**src/rtl/sound_pkg.sv**
```systemverilog
// Shared constants for the sound channel register front-ends.
// Register offsets, read-back masks, frame-sequencer steps, default divider.
package sound_pkg;

  localparam logic [1:0] NR_X1 = 2'd0;
  localparam logic [1:0] NR_X2 = 2'd1;
  localparam logic [1:0] NR_X3 = 2'd2;
  localparam logic [1:0] NR_X4 = 2'd3;

  localparam logic [7:0] RD_MASK_X1 = 8'hFF;
  localparam logic [7:0] RD_MASK_X2 = 8'h00;
  localparam logic [7:0] RD_MASK_X3 = 8'h00;
  localparam logic [7:0] RD_MASK_X4 = 8'hBF;

  localparam logic [2:0] ENV_STEP = 3'd7;

  localparam int unsigned FS_DIV_DEFAULT = 8192;

  // length clock runs on the even steps 0,2,4,6
  function automatic logic is_len_step(input logic [2:0] s);
    return ~s[0];
  endfunction

endpackage

```
**src/rtl/sound_frame_seq.sv**
```systemverilog
// Frame sequencer: 512 Hz divider, 3-bit step, length/envelope pulses.
// Ports: clk, rst (async low), enable, clk_length_ctr, clk_vol_env.
module sound_frame_seq
  import sound_pkg::*;
#(
  parameter int unsigned FS_DIV = FS_DIV_DEFAULT
) (
  input  logic clk,
  input  logic rst,
  input  logic enable,
  output logic clk_length_ctr,
  output logic clk_vol_env
);

  localparam int DW = (FS_DIV > 1) ? $clog2(FS_DIV) : 1;
  localparam logic [DW-1:0] DIV_LAST = DW'(FS_DIV - 1);

  logic [DW-1:0] div;
  logic [2:0]    step;
  logic          wrap;
  logic [2:0]    step_nxt;

  assign wrap     = (div == DIV_LAST);
  assign step_nxt = step + 3'd1;

  always_ff @(posedge clk or negedge rst) begin
    if (!rst) begin
      div            <= '0;
      step           <= '0;
      clk_length_ctr <= 1'b0;
      clk_vol_env    <= 1'b0;
    end else if (!enable) begin
      div            <= '0;
      step           <= '0;
      clk_length_ctr <= 1'b0;
      clk_vol_env    <= 1'b0;
    end else begin
      div            <= wrap ? '0 : div + 1'b1;
      if (wrap) step <= step_nxt;
      clk_length_ctr <= wrap && is_len_step(step_nxt);
      clk_vol_env    <= wrap && (step_nxt == ENV_STEP);
    end
  end

endmodule

```
**src/rtl/sound_noise_ctrl.sv**
```systemverilog
// Noise channel register front-end (NR41-NR44), trigger pulse, frame clocks.
// Ports: bus (cs/wr/rd/a/din/dout), NR fields, start, clk_length_ctr,
// clk_vol_env; dac_en only when SOUND_NOISE_DAC_GATE_EN is defined.
module sound_noise_ctrl
  import sound_pkg::*;
#(
  parameter int unsigned FS_DIV       = FS_DIV_DEFAULT,
  parameter int unsigned START_CYCLES = 4
) (
  input  logic       clk,
  input  logic       rst,
  input  logic       sound_enable,
  input  logic       cs,
  input  logic       wr,
  input  logic       rd,
  input  logic [1:0] a,
  input  logic [7:0] din,
  output logic [7:0] dout,
  output logic [5:0] length,
  output logic [3:0] initial_volume,
  output logic       envelope_increasing,
  output logic [2:0] num_envelope_sweeps,
  output logic [3:0] shift_clock_freq,
  output logic       counter_width,
  output logic [2:0] freq_dividing_ratio,
  output logic       single,
  output logic       start,
`ifdef SOUND_NOISE_DAC_GATE_EN
  output logic       dac_en,
`endif
  output logic       clk_length_ctr,
  output logic       clk_vol_env
);

  logic       wr_en;
  logic       trig;
  logic       abort;
  logic [3:0] cnt;
  logic [3:0] cnt_nxt;
  logic [7:0] nr42;
  logic [7:0] nr43;
  logic [7:0] rd_val;

  assign wr_en = cs & wr & sound_enable;
  assign nr42  = {initial_volume, envelope_increasing, num_envelope_sweeps};
  assign nr43  = {shift_clock_freq, counter_width, freq_dividing_ratio};

`ifdef SOUND_NOISE_DAC_GATE_EN
  assign trig  = wr_en && (a == NR_X4) && din[7] && dac_en;
  assign abort = wr_en && (a == NR_X2) && (din[7:3] == 5'd0);
`else
  assign trig  = wr_en && (a == NR_X4) && din[7];
  assign abort = 1'b0;
`endif

  always_comb begin
    rd_val = 8'hFF;
    unique case (1'b1)
      (a == NR_X1): rd_val = RD_MASK_X1;
      (a == NR_X2): rd_val = RD_MASK_X2 | nr42;
      (a == NR_X3): rd_val = RD_MASK_X3 | nr43;
      (a == NR_X4): rd_val = RD_MASK_X4 | {1'b0, single, 6'd0};
      default:      rd_val = 8'hFF;
    endcase
  end

  // retrigger simply reloads, stretching an in-flight pulse
  always_comb begin
    cnt_nxt = (cnt != 4'd0) ? cnt - 4'd1 : 4'd0;
    if (trig) cnt_nxt = 4'(START_CYCLES);
    if (!sound_enable || abort) cnt_nxt = 4'd0;
  end

  always_ff @(posedge clk or negedge rst) begin
    if (!rst) begin
      cnt   <= 4'd0;
      start <= 1'b0;
    end else begin
      cnt   <= cnt_nxt;
      start <= (cnt_nxt != 4'd0);
    end
  end

  always_ff @(posedge clk or negedge rst) begin
    if (!rst) begin
      length              <= '0;
      initial_volume      <= '0;
      envelope_increasing <= 1'b0;
      num_envelope_sweeps <= '0;
      shift_clock_freq    <= '0;
      counter_width       <= 1'b0;
      freq_dividing_ratio <= '0;
      single              <= 1'b0;
    end else if (!sound_enable) begin
      length              <= '0;
      initial_volume      <= '0;
      envelope_increasing <= 1'b0;
      num_envelope_sweeps <= '0;
      shift_clock_freq    <= '0;
      counter_width       <= 1'b0;
      freq_dividing_ratio <= '0;
      single              <= 1'b0;
    end else if (cs && wr) begin
      unique case (1'b1)
        (a == NR_X1): length <= din[5:0];
        (a == NR_X2): begin
          initial_volume      <= din[7:4];
          envelope_increasing <= din[3];
          num_envelope_sweeps <= din[2:0];
        end
        (a == NR_X3): begin
          shift_clock_freq    <= din[7:4];
          counter_width       <= din[3];
          freq_dividing_ratio <= din[2:0];
        end
        (a == NR_X4): single <= din[6];
        default: ;
      endcase
    end
  end

`ifdef SOUND_NOISE_DAC_GATE_EN
  always_ff @(posedge clk or negedge rst) begin
    if (!rst)
      dac_en <= 1'b0;
    else if (!sound_enable)
      dac_en <= 1'b0;
    else if (wr_en && (a == NR_X2))
      dac_en <= |din[7:3];
  end
`endif

  always_ff @(posedge clk or negedge rst) begin
    if (!rst)
      dout <= 8'hFF;
    else if (cs && rd)
      dout <= rd_val;
  end

  sound_frame_seq #(
    .FS_DIV (FS_DIV)
  ) u_seq (
    .clk            (clk),
    .rst            (rst),
    .enable         (sound_enable),
    .clk_length_ctr (clk_length_ctr),
    .clk_vol_env    (clk_vol_env)
  );

endmodule
```
**config.mk**
```make
export PLATFORM = sky130hd
export DESIGN_NAME = sound_noise_ctrl
export DESIGN_NICKNAME = d
export VERILOG_FILES = /design/src/rtl/sound_pkg.sv /design/src/rtl/sound_frame_seq.sv /design/src/rtl/sound_noise_ctrl.sv
export SDC_FILE = /design/constraint.sdc
export NUM_CORES = 1
export LEC_CHECK = 0
export ABC_AREA = 1
export CORE_AREA = 3 3 59 101
export DETAILED_ROUTE_END_ITERATION = 10
export DIE_AREA = 0 0 62 104
export PLACE_DENSITY = 0.75
export SYNTH_ARGS = -nofsm -noshare
export SYNTH_HDL_FRONTEND = slang
export SYNTH_HIERARCHICAL = 1
export SYNTH_SLANG_ARGS = --single-unit
```
**constraint.sdc**
```tcl
create_clock -name clk -period 1.53 [get_ports clk]
set_input_delay 0.153 -clock clk [delete_from_list [all_inputs] [get_ports clk]]
set_output_delay 0.153 -clock clk [all_outputs]
set_load 0.01 [all_outputs]
```
# After elaboration in Yosys (flattened, before gate mapping)
# Cells that the tools add are included.
[classes]
n_reduce_logical = 13
n_eq_ne = 11
n_bitwise = 3
muxes = 34
n_addsub = 3
[op_table]
columns = ["op", "count"]
rows = [
  ["two-way mux 4 bit", 9],
  ["two-way mux 13 bit", 2],
  ["two-way mux 3 bit", 8],
  ["case mux 8 bit (3 select lines)", 1],
  ["two-way mux 6 bit", 3],
  ["adder 13 x 1 -> 13 bit, second input constant", 1],
  ["equality test 13 bit, second input constant", 1],
  ["inequality test 2 x 1 -> 1 bit, second input constant", 6],
  ["two-way mux 1 bit", 11],
  ["AND reduction 2 bit", 4],
  ["nonzero test 4 bit", 2],
  ["logical AND 1 bit", 6],
  ["equality test 2 bit, second input constant", 2],
  ["subtractor 4 x 1 -> 4 bit, second input constant", 1],
  ["adder 3 x 1 -> 3 bit, second input constant", 1],
  ["equality test 3 bit, second input constant", 1],
  ["bitwise AND 1 bit", 2],
  ["equality test 2 x 1 -> 1 bit, second input constant", 1],
  ["logical NOT 2 bit", 1],
  ["NOT 1 bit", 1],
]
[totals]
in_bits = 16
out_inout_bits = 34
reg_bits = 54
elab_cells = 79

# Longest topological paths before layout
# Gate-level depths: netlist of the first run.
[depth]
word_depth = 7
depth_mapped = 9
ltp_nobuf = 9

# By module
# Netlist of the first run, hierarchy kept.
[modules_own_cells]
columns = ["module", "seq_area_each_um2", "area_per_inst_um2", "cells_per_inst", "instances"]
rows = [
  ["sound_noise_ctrl", 910.9, 1711.6, 198, 1],
  ["sound_frame_seq", 450.4, 944.7, 115, 1],
]

# Worst setup path after synthesis of the first run
# OpenSTA, ideal clock, no wires.
[synth_timing]
path_type = "reg-to-reg"
start = "reg u_seq.div[0]"
end = "reg u_seq.div[5]"
stages_incl_launch_ff = 7
synth_period_minus_slack_ns = 1.221
t_required_ns = 1.411
path_buffers = 0
t_arrival_ns = 1.102
setup_time_ns = 0.119
setup_slack_ns = 0.309
cell_sequence = "dfrtp_1 > ha_1 > nand3_2 > nor2_1 > nand2_2 > nand2_4 > nor2_1"
[synth_via]
elab_chain_cells = 3
word_cells_on_any_way = 4
cone_classes = "add/sub (1); eq/ne (1); mux (2)"
[synth_rtl]
columns = ["item", "line", "rtl"]
rows = [
  ["start: declaration", "sound_frame_seq.sv:18", "logic [DW-1:0] div;"],
  ["start signal: assignment", "sound_frame_seq.sv:38", "div <= wrap ? '0 : div + 1'b1;"],
  ["adder 13 x 1 -> 13 bit / equality test 13 bit (equally long branches)", "sound_frame_seq.sv:38, sound_frame_seq.sv:23", ""],
  ["two-way mux 13 bit (*)", "sound_frame_seq.sv:38", ""],
  ["two-way mux 13 bit (*)", "sound_frame_seq.sv:32", "end else if (!enable) begin"],
]
# Every way passes the cells marked *; elsewhere a longest branch is shown, timed or not.
# A chain may end at the register's enable or synchronous reset.

# Worst setup path after layout of the first run
[layout_timing]
start = "reg counter_width"
end = "out counter_width"
[layout_rtl]
columns = ["item", "line", "rtl"]
rows = [
  ["start: declaration", "sound_noise_ctrl.sv:24", "output logic counter_width,"],
  ["start signal: assignment", "sound_noise_ctrl.sv:113", "counter_width <= din[3];"],
]
# No word-level cell between the ends.

==> results of run 1 <==
worst min-delay path by stage:
| stage | from | to |
|---|---|---|
| detailed placement | rst | u_seq/div[8] |
| CTS | rst | u_seq/div[8] |
| global route | rst | u_seq/div[8] |
| finish | rst | u_seq/clk_vol_env |
| global placement | rst | u_seq/step[2] |
| floorplan | rst | cnt[0] |
logic make-up (layout without fill, tap and decap cells):
logic type | Yosys count | count (layout)
DFF | 54 | 54
AOI/OAI and AO/OA | 45 | 45
xor gates and xnor gates | 9 | 9
buffers and inverters | 56 | 117
and+or+nand+nor | 145 | 145
adders and majority gates | 4 | 4
layout make-up:
type | count | area (sq um) | share of cell area (%)
flip-flops and latches | 54 | 1360 | 39.8
multi-input cells | 203 | 1060 | 30.9
repair buffers | 58 | 608 | 17.8
inverters | 51 | 191 | 5.60
well taps | 74 | 92.6 | 2.71
clock buffers | 7 | 76.3 | 2.23
clock inverters | 1 | 30.0 | 0.879
worst reg2reg max path: cells and delay by family (launching register included):
kind,cells,cell delay (ns)
fa+ha+maj,1,0.21
flops,1,0.41
simple gates,5,0.61
synthesized netlist by cell type:
master	instances	area share, %
nand2_1	69	9.8
dfrtp_1	46	43
inv_1	42	5.9
nor2_1	39	5.5
o21ai_1	19	3.6
nand3_1	15	2.8
o21ai_2	11	3.6
inv_2	9	1.3
nand2_2	9	2.1
dfstp_2	8	7.9
o21ai_0	8	1.5
xor2_1	6	2.0
ha_1	4	1.9
a21oi_1	3	0.57
buf_6	3	1.3
nor2_2	3	0.71
xnor2_1	3	0.99
nand2_4	2	0.85
nand4_1	2	0.47
nor3_1	2	0.38
o211ai_1	2	0.57
o21ai_4	2	1.2
and2_1	1	0.24
buf_2	1	0.19
buf_4	1	0.28
nand3_2	1	0.38
nand3b_1	1	0.28
nor3_2	1	0.38
sequential cells by signal (all words and copies together) (netlist names):
register              count
counter_width             1
dout                      8
cnt                       4
freq_dividing_ratio       3
length                    6
u_seq/step                3
num_envelope_sweeps       3
initial_volume            4
single                    1
envelope_increasing       1
u_seq/div                13
shift_clock_freq          4
u_seq/clk_vol_env         1
u_seq/clk_length_ctr      1
start                     1
placed cells by master, fill, tap and decap left out, types with 3 or more instances in the layout:
master,n
nand2_1,69
dfrtp_1,46
inv_1,42
clkdlybuf4s50_1,40
nor2_1,39
o21ai_1,19
nand3_1,15
o21ai_2,11
nand2_2,9
inv_2,9
o21ai_0,8
dfstp_2,8
dlygate4sd2_1,8
xor2_1,6
clkbuf_8,5
buf_12,5
ha_1,4
a21oi_1,3
buf_4,3
nor2_2,3
xnor2_1,3
metrics by stage:
step | area (sq um) | util, % | total power, uW
2_1_floorplan | 2660 | - | 2090
3_3_place_gp | 3310 | 62.5 | 2460
3_5_place_dp | 3310 | 62.5 | 2490
4_1_cts | 3420 | 64.5 | 3400
5_1_grt | 3420 | 64.5 | 3560
6_report | 3420 | 64.5 | 3360
repair_timing:
action                                  CTS  global route
endpoints found under the setup margin    8             0
hold endpoints to repair                 46             0
gates resized for setup                   8             0
hold buffers                              1             0
report_power, final:
group / leakage, uW / total [uW] / internal (uW) / switching [uW]
Combinational: 0.000861 / 745 / 358 / 387
Sequential: 0.000698 / 1680 / 1580 / 94.3
Clock: 0.0000524 / 931 / 490 / 441
Total: 0.00161 / 3360 / 2430 / 922
layer usage:
metal  GRT usage [%]  part of all wire, %  vias up
met5               0                    0        -
met4            7.28                  2.0        0
met3            3.35                  3.2       10
met2            33.5                   55       43
met1            22.9                   40      987
li1                -                    -     1083
==> qor.yml, run 1 <==
status:
  outcome: "completed"
finish:
  drive_gt1_share_pct: 16.3
  n_antenna_cell: 0
  area_growth_pct: 28.6
  num-fill-cells: 449
  stdcell_count: 448
  nets: 393
placed_design:
  gp_congestion: 0.865
  portBuffers: 49
  place_ws_ns: 0.0817
  dpl.cell_count: 439
  dp_hpwl_mm: 4.14
die:
  start_util_pct: 50.1
  fp.dieW_microns: 62
  num_rows: 35
  core_area_sq_um: 5300
  boundaryPins: 50
  die_area_sq_um: 6450
  die_h_microns: 104
synthesis:
  synth.distinct_cells: 28
  syn_area_sq_um: 2660
  synth-xor-area-share_pct: 2.97
  synth_fa_ha_area_share_pct: 1.88
  synth_top_family_by_area: "simple AND/OR/NAND/NOR gates"
  syn_avg_cell_area_sq_um: 8.49
  ys_ff_latch: 54
  yosys.area_share.simple_pct: 23.9
  synth_warnings: 6
  yosysSeqAreaShare_pct: 51.2
  synth_mux_area_share_pct: 0
  synthesis.instances: 313
  synthesis.nets: 333
  synth-compound-area-share_pct: 11.1
timing:
  slew_viol_final: 0
  fin_ws_ns: 0.127
  rsz0062_at_grt: "no"
  skew_ns: 0.00604
  relSlewSlack_pct: 80.7
  fin_crit_sh_pct: 91.7
  holdWs_ns: 0.364
  layout_min_cycle_time_ns: 1.40
  tns_ns: 0
  hold_viol: 0
  fmax_ghz: 0.713
  setup_viol: 0
  worst_pin_slew_ns: 0.290
worst_hold_path:
  min_path_type: "in -> async"
clocking:
  clockBufferDepth: 2
  cts.htree.levels: 2
  clk-insertion-delay-late_ns: 0.30
  path_clk_slew_ns: 0.09
  cts_buffers: 5
  post_cts_buffers: 0
  cts_tree: "yes"
  clockRootBuffer: "clkbuf_8"
  cts.sinks: 54
power:
  p_leak_uw: 0.00161
  peakVddDrop_mv: 0.917
  p_per_area_nw_per_um2: 982
worst_setup_path:
  end_kind: "output port"
  crit-reg2reg-launch: "u_seq/div[0]"
  critPathMaxStageDelay_ns: 0.55
  cpMaxStageDelayCell: "clkdlybuf4s50_1"
  cp-startpoint: "counter_width"
  worst_r2r_endpoint: "u_seq/div[5]"
  setup.worst_path.end: "counter_width"
  cp.required_ns: 1.38
  crit_cells: 1
  critPathLaunchType: "flop"
  crit_type: "reg -> out"
  critPathBufInv: 1
  crit_chain: "clkdlybuf4s50_1"
  critPathTopFamily: "buffers and inverters"
  r2r_slack_ns: 0.20
  critPathArrivalTime_ns: 1.25
  reg2regPathDepth: 6
  cp_max_fo: 3
global_routing:
  grt_pass1_vias: 2205
  overflow: 0
  grt_max_degree: 55
  grt_pass1_wl_mm: 9.69
  antenna_found_initial: 0
  grt_use_total_pct: 19.5
drt:
  drt_iter0_markers: 76
  vias: 2123
  wl_mm: 5.52
  drtPass1Iterations: 4
  viasPerCell: 4.74
  drc: 0
  routedWlPerCell_microns: 12.3
  ant_nets: 0
run:
  maxCapViolCount: 0
No activity file was read; power rests on OpenSTA's default activity.
==> run 2, diff against run 1 <==
Settings changed: CTS_BUF_LIST set to sky130_fd_sc_hd__clkbuf_4 sky130_fd_sc_hd__clkbuf_8 sky130_fd_sc_hd__clkbuf_16.
==> run 2 against run 1 <==
- global-route usage about the same
- cell area increased by 0.22%
- die area unchanged
- register-to-register slack improved by 0.02 ns
- largest cell class unchanged
- sequential share of layout area decreased by 0.087 points
- power increased by 1.2%
- via count unchanged
- highest routed layer unchanged
- critical path depth unchanged
- combinational power about the same
==> qor.yml, run 2 (same netlist as run 1, synthesis figures left out) <==
worst_setup_path:
  cpMaxStageDelayCell: "clkdlybuf4s50_1"
  end_kind: "output port"
  critPathTopFamily: "buffers and inverters"
  crit_type: "reg -> out"
  crit_chain: "clkdlybuf4s50_1"
  critPathLaunchType: "flop"
  critPathBufInv: 1
  cp_max_fo: 3
  cp.required_ns: 1.38
  critPathArrivalTime_ns: 1.25
  critPathMaxStageDelay_ns: 0.55
placed_design:
  portBuffers: 49
  gp_congestion: 0.865
  dp_hpwl_mm: 4.14
finish:
  n_antenna_cell: 0
  reg_top3: "u_seq/div x13, dout x8, length x6"
  drive_gt1_share_pct: 16.8
  nets: 393
  multiInputGateArea_sq_um: 1060
  utilization_pct: 64.6
  largest_reg_flops: 13
  area_growth_pct: 28.9
  ff_latch_area_sq_um: 1360
  final_cell_mix: "nand2_1, dfrtp_1, inv_1"
  mostFrequentLayoutCell: "nand2_1"
  num-fill-cells: 450
  top_register: "u_seq/div"
clocking:
  clockRootBuffer: "clkbuf_8"
  cts.htree.levels: 2
  clockBufferDepth: 2
  cts_tree: "yes"
  path_clk_slew_ns: 0.09
  cts.sinks: 54
  cts_buffers: 5
  post_cts_buffers: 0
  clk-insertion-delay-late_ns: 0.30
die:
  die_h_microns: 104
  num_rows: 35
  boundaryPins: 50
  die_area_sq_um: 6450
  start_util_pct: 50.1
  fp.dieW_microns: 62
  core_area_sq_um: 5300
drt:
  routedWlPerCell_microns: 12.3
  drt_iter0_markers: 65
  vias: 2123
  wl_mm: 5.49
  ant_nets: 0
  viasPerCell: 4.74
  drc: 0
  drtPass1Iterations: 4
power:
  p_per_area_nw_per_um2: 991
  peakVddDrop_mv: 0.913
  p_leak_uw: 0.00162
  total_power_uw: 3400
timing:
  layout_min_cycle_time_ns: 1.40
  worst_pin_slew_ns: 0.286
  tns_ns: 0
  skew_ns: 0.00777
  fin_crit_sh_pct: 91.7
  setup_viol: 0
  hold_viol: 0
  slew_viol_final: 0
  holdWs_ns: 0.363
  rsz0062_at_grt: "no"
  fmax_ghz: 0.713
  relSlewSlack_pct: 80.9
run:
  maxCapViolCount: 0
global_routing:
  overflow: 0
  antenna_found_initial: 0
  grt_pass1_vias: 2198
  grt_use_total_pct: 19.4
  grt_max_degree: 55
  grt_pass1_wl_mm: 9.66
status:
  outcome: "completed"
worst_hold_path:
  min_path_type: "in -> async"
## run 2: cell counts in the layout (fill, tap and decap cells not counted)
Identical to the previous run, type by type.
## run 2: routing by layer
metal | track usage [%] | vias to the layer above | part of all wire [%]
li1 | - | 1081 | -
met1 | 22.9 | 987 | 39
met2 | 33.3 | 43 | 55
met3 | 3.35 | 12 | 3.1
met4 | 7.28 | 0 | 2.6
met5 | 0 | - | 0
## run 2: worst paths after layout
kind,start,endpoint,slack (ns),cells past startpoint
max,counter_width,counter_width,0.13,1
min,rst,u_seq/clk_vol_env,0.36,3
max reg2reg,u_seq/div[0],u_seq/div[5],0.22,6
min reg2reg,cnt[0],cnt[0],0.44,1
max in group asynchronous,rst,dout[6],0.86,3
min in group clk,cnt[0],cnt[0],0.44,1
## run 2: cell type report
cell class | instances | area share [%]
clock buffers | 7 | 2.45
clock inverters | 1 | 0.877
inverters | 51 | 5.59
multi-input cells | 203 | 30.9
flip-flops and latches | 54 | 39.8
well taps | 74 | 2.70
repair buffers | 58 | 17.8
## run 2: where the power goes
part,internal [uW],switching [uW]
Combinational,358,386
Sequential,1580,94.5
Clock,526,446
## run 2: repair_timing
action | 4_1_cts | 5_1_grt
gates resized for setup | 8 | 0
hold buffers | 1 | 0
hold endpoints to repair | 46 | 0
endpoints found under the setup margin | 8 | 0
## run 2: stage by stage
stage          instance area, sq um  worst slack (ns)  cells
2_1_floorplan                  2660             0.309    313
3_3_place_gp                   3310             0.114    439
3_5_place_dp                   3310            0.0817    439
4_1_cts                        3420             0.112    448
5_1_grt                        3420            0.0610    448
6_report                       3420             0.127    448
==> run 3, diff against run 2 <==
Settings changed: CORE_AREA 3 3 59 101 to 3 3 58 100, DIE_AREA 0 0 62 104 to 0 0 61 103, PLACE_DENSITY 0.75 to 0.76, SYNTH_HIERARCHICAL 1 to unset.
==> run 3 against run 2 <==
- combinational power about the same
- sequential power hardly changed
- routed wire length increased by 3.5%
- critical endpoint is now single
- count of clock-buffer cells in the layout is 2 lower
- setup slack got worse by 0.042 ns
- sequential share of layout area rose by 0.97 points
- hold slack worse by 0.0042 ns
- synthesized cell count fell by 6.4%
- final cell count fell by 8.0%
- clock power is 1% lower
- register-to-register slack got worse by 0.05 ns
- largest power group unchanged
- core utilization is 1.4 points higher
==> qor.yml, run 3 <==
status:
  outcome: "completed"
synthesis:
  syn_area_sq_um: 2620
  synthTopCellsByCount: "nand2_1, dfrtp_1, inv_1, nor2_1, nand3_1"
  ys_ff_latch: 54
  syn_avg_cell_area_sq_um: 8.95
  async_flop_share_pct: 100
  synth.distinct_cells: 32
  synth_top_cell_by_area: "dfrtp_1"
  synthesis.instances: 293
  yosysMostFrequentCell: "nand2_1"
  synth-edff-count: 0
  synth_area_leaders: "dfrtp_1, nand2_1, dfstp_2"
  yosysSeqAreaShare_pct: 51.9
  synth_warnings: 0
  synth_top_area_share_pct: 43.9
  synthesis.nets: 313
  ys.flop_type: "dfrtp_1"
finish:
  num-fill-cells: 442
  area_growth_pct: 27.5
  mostFrequentLayoutCell: "nand2_1"
  n_antenna_cell: 0
  reg_top3: "u_seq.div x13, dout x8, length x6"
  ff_latch_area_sq_um: 1360
  final_cell_mix: "nand2_1, dfrtp_1, inv_1, clkdlybuf4s50_1, nor2_1"
  multiInputGateArea_sq_um: 1030
  largest_reg_flops: 13
  nets: 377
  top_register: "u_seq.div"
  drive_gt1_share_pct: 16.8
clocking:
  post_cts_buffers: 0
  clockBufferDepth: 2
  cts_tree: "yes"
  cts.htree.levels: 2
  cts.sinks: 54
  path_clk_slew_ns: 0.10
  clk-insertion-delay-late_ns: 0.32
  cts_buffers: 5
  clockRootBuffer: "clkbuf_8"
timing:
  fin_crit_sh_pct: 94.5
  hold_viol: 0
  slew_viol_final: 0
  setup_viol: 0
  tns_ns: 0
  layout_min_cycle_time_ns: 1.45
  fmax_ghz: 0.692
  worst_pin_slew_ns: 0.289
  relSlewSlack_pct: 80.7
  rsz0062_at_grt: "no"
  skew_ns: 0.0114
power:
  p_per_area_nw_per_um2: 1010
  pwr-share-seq_pct: 49.7
  p_comb_share_pct: 21.9
  clkPwrFrac_pct: 28.4
  p_leak_uw: 0.00163
  p_sw_uw: 961
  p_int_uw: 2430
  switching_share_pct: 28.3
  peakVddDrop_mv: 0.673
  total_power_uw: 3390
die:
  core_area_sq_um: 5060
  start_util_pct: 51.8
  num_rows: 34
  die_area_sq_um: 6280
  boundaryPins: 50
  die_h_microns: 103
  fp.dieW_microns: 61
placed_design:
  gp_congestion: 0.790
  dp_hpwl_mm: 4.24
  portBuffers: 49
worst_setup_path:
  crit_type: "reg -> out"
  crit-reg2reg-launch: "u_seq.div[0]"
  critPathLaunchType: "flop"
  reg2regPathDepth: 8
  critPathTopFamily: "buffers and inverters"
  critPathMaxStageDelay_ns: 0.56
  cpMaxStageDelayCell: "clkdlybuf4s50_1"
  cp.required_ns: 1.38
  cp_max_fo: 3
  worst_r2r_endpoint: "u_seq.div[9]"
  r2r_slack_ns: 0.17
  critPathArrivalTime_ns: 1.29
  crit_chain: "clkdlybuf4s50_1"
  critPathBufInv: 1
  end_kind: "output port"
drt:
  ant_nets: 0
  viasPerCell: 5.14
  drc: 0
  drt_iter0_markers: 86
  wl_mm: 5.68
  vias: 2117
  drtPass1Iterations: 4
  routedWlPerCell_microns: 13.8
global_routing:
  grt_pass1_vias: 2131
  grt_max_degree: 55
  overflow: 0
  grt_pass1_wl_mm: 9.85
  grt_use_total_pct: 21.0
  antenna_found_initial: 0
run:
  maxCapViolCount: 0
worst_hold_path:
  min_path_type: "in -> async"
run 3: cell type report:
class                           count  share of cell area, %
Clock buffer                        5                   2.06
Clock inverter                      3                   1.20
Inverter                           46                   5.16
Multi-Input combinational cell    188                   30.9
Sequential cell                    54                   40.7
Tap cell                           54                   2.02
Timing Repair Buffer               62                   18.0
run 3: timing repair:
action	CTS	global route
endpoints found under the setup margin	8	2
gates resized for setup	8	1
hold buffers	1	0
hold endpoints to repair	46	0
run 3: stage by stage:
step,cell area (sq um),utilization (%),setup slack (ns),hold WS [ns],instances
after floorplan,2620,-,0.288,-0.143,293
final,3340,66.0,0.0844,0.359,412
after detailed placement,3230,63.8,0.0569,0.171,403
after CTS,3340,65.9,0.0868,0.369,412
after global placement,3230,63.8,0.0789,0.171,403
after global routing,3340,66.0,0.0196,0.363,412
run 3: cells by family (layout without fill, tap and decap cells):
| family | count (synthesis) | count (layout) | share of synthesized area, % |
|---|---|---|---|
| adders and majority gates | 4 | 4 | 1.91 |
| DFF | 54 | 54 | 51.9 |
| AOI/OAI and AO/OA | 37 | 37 | 10.3 |
| xor gates and xnor gates | 7 | 7 | 2.34 |
| buffers and inverters | 51 | 116 | 8.92 |
| and+or+nand+nor | 140 | 140 | 24.6 |
run 3: how the worst max path moves through the flow:
stage                  from             to  slack (ns)  cells after the start
2_1_floorplan  u_seq.div[0]  u_seq.div[11]        0.29                      8
3_3_place_gp           a[0]          start        0.08                      6
3_5_place_dp           a[0]          start        0.06                      6
4_1_cts              single         single        0.09                      1
5_1_grt              single         single        0.02                      1
6_report             single         single        0.08                      1
run 3: power by group through the flow:
stage               clock network (uW)  logic (uW)  registers (uW)
floorplan                            0         365            1740
CTS                                979         756            1690
global route                      1040         841            1710
detailed placement                   0         771            1710
finish                             962         743            1690
global placement                     0         751            1710
run 3: layer usage:
| metal | up-vias | track usage [%] | share of wire [%] |
|---|---|---|---|
| met4 | 0 | 7.85 | 2.0 |
| li1 | 1052 | - | - |
| met2 | 41 | 36.7 | 56 |
| met1 | 1015 | 24.9 | 39 |
| met3 | 9 | 3.76 | 3.0 |
| met5 | - | 0 | 0 |
run 3: worst reg2reg max path: stages (launching register included):
cell and delay, ns:
dfrtp_1 0.38, ha_1 0.22, nand3_2 0.13, inv_2 0.11, nand2_2 0.08, inv_2 0.08
nand2_2 0.09, nand2_4 0.12, nor2_1 0.06
